==> src/rtl/adc_spi_sync.sv <==
// adc_spi_sync: 2-flop synchronizers for SS_n/SCLK/MOSI with edge pulses on the synchronized copies
module adc_spi_sync (
  input  logic clk,
  input  logic rst,
  input  logic i_ss_n,
  input  logic i_sclk,
  input  logic i_mosi,
  output logic o_ss_n,
  output logic o_mosi,
  output logic o_ss_fall,
  output logic o_ss_rise,
  output logic o_sclk_rise,
  output logic o_sclk_fall
);
  logic [2:0] r_ss, r_sclk;
  logic [1:0] r_mosi;
  always_ff @(posedge clk or posedge rst) begin
    if (rst) begin
      r_ss <= 3'b111;
      r_sclk <= 3'b000;
      r_mosi <= 2'b00;
    end else begin
      r_ss <= {r_ss[1:0], i_ss_n};
      r_sclk <= {r_sclk[1:0], i_sclk};
      r_mosi <= {r_mosi[0], i_mosi};
    end
  end
  assign o_ss_n = r_ss[1];
  assign o_mosi = r_mosi[1];
  assign o_ss_fall = r_ss[2] & ~r_ss[1];
  assign o_ss_rise = ~r_ss[2] & r_ss[1];
  assign o_sclk_rise = ~r_sclk[2] & r_sclk[1];
  assign o_sclk_fall = r_sclk[2] & ~r_sclk[1];
endmodule

==> config.mk <==
export PLATFORM = sky130hd
export DESIGN_NAME = adc_spi_sync
export DESIGN_NICKNAME = d
export VERILOG_FILES = /design/src/rtl/adc_spi_sync.sv
export SDC_FILE = /design/constraint.sdc
export NUM_CORES = 1
export LEC_CHECK = 0
export BUFFER_PORTS_ARGS = -buffer_cell sky130_fd_sc_hd__buf_4
export CAP_MARGIN = 5
export CORE_AREA = 2 2 39 41
export DETAILED_ROUTE_END_ITERATION = 12
export DIE_AREA = 0 0 41 43
export GPL_TIMING_DRIVEN = 1
export SLEW_MARGIN = 20
export SYNTH_ARGS = -nofsm -noshare
export SYNTH_HDL_FRONTEND = slang
export SYNTH_SLANG_ARGS = --single-unit
==> constraint.sdc <==
create_clock -name clk -period 1.2 [get_ports clk]
set_clock_uncertainty 0.05 [all_clocks]
set_input_delay 0 -clock clk [delete_from_list [all_inputs] [get_ports clk]]
set_output_delay 0 -clock clk [all_outputs]
set_load 0.1 [all_outputs]
==> metrics.txt, run 1 <==
RSZ-0062 raised after global routing true; post-synth top area share slightly above 50%; Worst-Margin Slew 293 ps; area delta synth->final 80.9%; Leak Pwr 0.204 nW; first-pass GRT wire length 724 um; core area ~1400 sq um; DRT iter0 DRCs 0; site row count 14; critical path type reg2out; Detail Route Antenna Nets 0; Die X 41 um; Setup-failing EPs final 3; GRT Total Usage 7.03%; vias in the first global route 188; Final period util 106%; Slowest Stage Delay on Critical Path approximately 630 ps; Tmin final 1280 ps; largest net degree at the start of global routing 9; number of diodes 0; via count ~160; dpl ws 115 ps; Yosys reg bits 8; f_max about 0.78 GHz; Clk pin slew, worst setup/hold paths approximately 60 ps; initial antenna violation count 0; ranking of synthesized cells by area dfrtp_1, dfstp_2, and2b_2; top_reg_cell synth dfrtp_1; Die Y 43 um; Initial Util 17.5%; post-synth cell types 4; clk buf depth 2; area of the multi-input gates 37.5 sq um; Final Slew Violations 0; Reg area 208 sq um; endpoint type of the worst setup path primary output; HP Class in2async; status finished, violations left; max_slew headroom roughly 80%; Avg Inst Size Synth approximately 19 sq um; Setup crit start kind flop; top-count cell post-synth dfrtp_1; Final nets 37; worst-path cell chain and2b_4, buf_12; fraction of layout cells with a size suffix above 1 64.5%; DR pass1 iterations 1; placed cells 39; Post-synth EDFFs 0; Residual DRC 0; Clock Sinks 8; PwrDens around 1500 nW/um^2; Critical Path RT around 1200 ps; clock root cell clkbuf_4; GPL Wtd Cong 0.571; H-Tree Depth 1; number of buffers created by CTS 3; final non-filler cell total 47; mapped cell area 243 sq um; failing checks setup timing; Port-buffer cells 10; worst-path maximum fanout 4; fill cell count between 100 and 150; DR WL/cell about 9.3 um; Seq/Total Area, Yosys 84.0%; Post-Synthesis Cells 13; I/O pin count 11; die area 1760 sq um; Final Hold Viols 0; Crit-path slowest cell dfstp_4; post-detail-place hpwl 338 um; CTS tree yes; Net Count, Synth 18; Synth top cells by count dfrtp_1, and2b_2, dfstp_2; synth warn 0; vias per cell 3.43; Peak VDD IR 394 uV; global route total overflow 0; WP data arrival 1230 ps; max-cap violations 0; Worst-Skew Late Latency 250 ps; Post-synth ARST share 100%; routed wire length 436 um; Synth area leader dfrtp_1; crit path setup slack, layout -75.5 ps
==> metal layers <==
metal	global-route usage, %	up-vias	part of all wire [%]
li1	-	74	-
met1	6.76	74	34
met2	9.69	11	51
met3	3.14	2	13
met4	8.00	0	1.8
met5	0	-	0
==> kinds of logic after synthesis <==
| group | count (synthesis) | synth area share, % |
|---|---|---|
| buffers and inverters | 1 | 1.54 |
| AND/OR/NAND/NOR | 4 | 14.4 |
| flip-flops | 8 | 84.0 |
==> area by class of cell <==
class,count,area share (%)
Clock buffer,4,5.98
Multi-Input combinational cell,4,8.55
Tap cell,16,4.56
Sequential cell,8,47.3
Timing Repair Buffer,14,32.8
Inverter,1,0.855
==> per-stage QoR <==
step                power (mW)  utilization (%)  area, sq um  hold WS (ps)  setup TNS [ps]
floorplan                0.391                -          249          -236           -36.7
global placement         0.417             24.9          344          -110               0
detailed placement       0.421             24.9          344         -83.1               0
CTS                      0.663             31.5          435           196            -196
global route             0.688             31.7          439           231            -273
finish                   0.649             31.7          439           202            -143
==> final timing paths <==
| check | from | end | slack (ps) | cells past startpoint |
|---|---|---|---|---|
| setup reg to reg | r_ss[1] | r_ss[2] | 460 | 0 |
| max in group asynchronous | rst | r_ss[2] | 610 | 3 |
| hold reg to reg | r_sclk[0] | r_sclk[1] | 280 | 0 |
| setup / recovery | r_ss[1] | o_ss_fall | -80 | 2 |
| min in group clk | r_sclk[0] | r_sclk[1] | 280 | 0 |
| hold / removal | rst | r_sclk[1] | 200 | 3 |
==> power by group <==
group | internal [mW] | switching [mW] | leakage (nW)
Sequential | 0.289 | 0.00618 | 0.0902
Clock | 0.127 | 0.0844 | 0.0150
Combinational | 0.0484 | 0.0942 | 0.0987
Total | 0.464 | 0.185 | 0.204
==> registers in the layout, indices dropped and copies added, names as in the netlist <==
signal  flops
r_sclk      3
r_ss        3
r_mosi      2
==> layout by cell type, fill, tap and decap left out <==
cell type and n:
dfstp_4 1, and2b_4 2, dlygate4sd3_1 4, buf_4 7
clkbuf_4 3, and2b_2 2, buf_12 2, dfstp_2 2
inv_1 1, buf_6 1, clkbuf_1 1, dfrtp_1 5
==> timing repair <==
item	CTS	global route
endpoints found under the setup margin	3	4
cloned	0	0
hold buffers	4	0
buffers inserted	0	0
resized for setup	6	1
hold endpoints to repair	11	0
==> critical path, delay by kind of cell, from the launching register on <==
family        cells  cell delay (ps)
buf+inv           1              160
simple gates      1              190
flops             1              630
Power figures use the tool's default switching activity.
==> inputs of run 2 (changes only) <==
==> constraint.sdc (replaced) <==
create_clock -name clk -period 1.3 [get_ports clk]
set_clock_uncertainty 0.05 [all_clocks]
set_input_delay 0 -clock clk [delete_from_list [all_inputs] [get_ports clk]]
set_output_delay 0 -clock clk [all_outputs]
set_load 0.1 [all_outputs]
==> metrics.txt, run 2 (synthesis results as in run 1) <==
register share of total power 45.5% (about the same); Switch Pwr 0.172 mW (-7.0%); fin area 434 sq um (-1.1%); final non-filler cell total 47 (unchanged); via count 165 (+2.5%); placed inst area 343 sq um (-0.36%); clock root cell clkbuf_4; HP Class in2async; number of buffers created by CTS 3 (unchanged); leading cell type in the layout, fill and taps excluded buf_4; Internal 0.426 mW (-8.1%); Hold Slack 183 ps (-19.4 ps); Final period util 102%; number of diodes 0 (unchanged); # Post-CTS Setup Buffers 0 (unchanged); Worst-Skew Late Latency 250 ps (about the same); Residual DRC 0 (unchanged); initial antenna violation count 0 (unchanged); Top Registers r_sclk: 3 flops, r_ss: 3 flops, r_mosi: 2 flops; total power 0.598 mW (-7.8%); worst-path maximum fanout 4 (unchanged); I/O pin count 11 (unchanged); DRT iter0 DRCs 0 (unchanged); GRT Total Usage 5.59% (-1.4 points); critical path type reg2out; Setup-failing EPs final 1 (-2); crit path setup slack, layout -23.8 ps (+51.7 ps); endpoint type of the worst setup path primary output; DR WL/cell 8.02 um (-14%); global route total overflow 0 (unchanged); PwrDens 1380 nW/um^2 (-6.7%); routed wire length 377 um (-14%); core area 1380 sq um (unchanged); Die X 41 um (unchanged); logic gate share of total power 21.5% (-0.5 points); metal3 WL 51 um (-8.9%); clk buf depth 2 (unchanged); RSZ-0062 raised after global routing true; Final nets 37 (unchanged); failing checks setup timing; Die Y 43 um (unchanged); Port-buffer cells 10 (unchanged); max-cap violations 0 (unchanged); site row count 14 (unchanged); Leak Pwr 0.203 nW (-0.25%); CTS tree yes; clock power share 33.0% (+0.5 points); largest net degree at the start of global routing 9 (unchanged); final core utilization 31.4% (-0.36 points); vias per cell 3.51 (+2.5%); first-pass GRT wire length 572 um (-21%); Critical Path RT 1250 ps (+100 ps); vias in the first global route 152 (-19%); Tmin final 1320 ps; Clk pin slew, worst setup/hold paths 60 ps (about the same); fraction of layout cells with a size suffix above 1 64.5% (unchanged); sw frac 28.7% (+0.26 points); WL met1 136 um (-9.3%); H-Tree Depth 1 (unchanged); area delta synth->final 78.9%; max_slew headroom 81.7% (+1.3 points); Clock Sinks 8 (unchanged); status finished, violations left; Top Layer Used met4; Detail Route Antenna Nets 0 (unchanged); Final Hold Viols 0 (unchanged); Peak VDD IR 483 uV (+23%); most frequent cells in the layout buf_4, dfrtp_1, dlygate4sd3_1; die area 1760 sq um (unchanged); GPL Wtd Cong 0.552 (-3.3%); DR WL met2 183 um (-17%); WP data arrival 1270 ps (+40 ps); Initial Util 17.5% (unchanged); f_max 0.755 GHz; Worst-Margin Slew 274 ps (-19.1 ps); Final Slew Violations 0 (unchanged); Setup crit start kind flop; placed cells 39 (unchanged); DR pass1 iterations 1 (unchanged)
## run 2: final timing paths
path / startpoint / end / slack [ps] / depth (start not counted)
hold reg to reg: r_ss[0] / r_ss[1] / 310 / 0
hold / removal: rst / r_mosi[0] / 180 / 3
max in group asynchronous: rst / r_ss[2] / 740 / 3
min in group clk: r_ss[0] / r_ss[1] / 310 / 0
setup reg to reg: r_ss[1] / r_ss[2] / 560 / 0
setup / recovery: r_ss[1] / o_ss_fall / -20 / 2
## run 2: critical path, stage by stage (launching register included)
cell and delay [ps]:
dfstp_4 630, and2b_2 230, buf_12 160
## run 2: final cells by class
type                       count  area (sq um)
fill                         134           950
timing repair buffer          14           140
inverter                       1          3.75
clock buffer                   4          26.3
tap                           16          20.0
sequential                     8           208
multi-input combinational      4          36.3
## run 2: timing repair
item                                    in CTS  in global routing
hold buffers                                 4                  0
endpoints found under the hold margin       11                  0
endpoints found under the setup margin       2                  2
gates resized for setup                      4                  2
## run 2: metrics by stage
| stage | setup slack [ps] | setup TNS [ps] |
|---|---|---|
| 6_report | -23.8 | -23.8 |
| 5_1_grt | -63.5 | -63.5 |
| 4_1_cts | -37.4 | -37.4 |
| 3_5_place_dp | 208 | 0 |
| 3_3_place_gp | 217 | 0 |
| 2_1_floorplan | 27.9 | 0 |
## run 2: power groups by stage
stage          combinational [mW]  sequential [mW]  clock [mW]
6_report                    0.129            0.272       0.198
3_5_place_dp                0.110            0.276           0
4_1_cts                     0.125            0.272       0.209
2_1_floorplan              0.0606            0.299           0
3_3_place_gp                0.109            0.275           0
5_1_grt                     0.133            0.273       0.232
## run 2: routing by layer
layer  vias up  global-route usage [%]
li1         73                       -
met1        79                    4.68
met2        11                    7.19
met3         2                    7.85
met4         0                    2.00
met5         -                       0
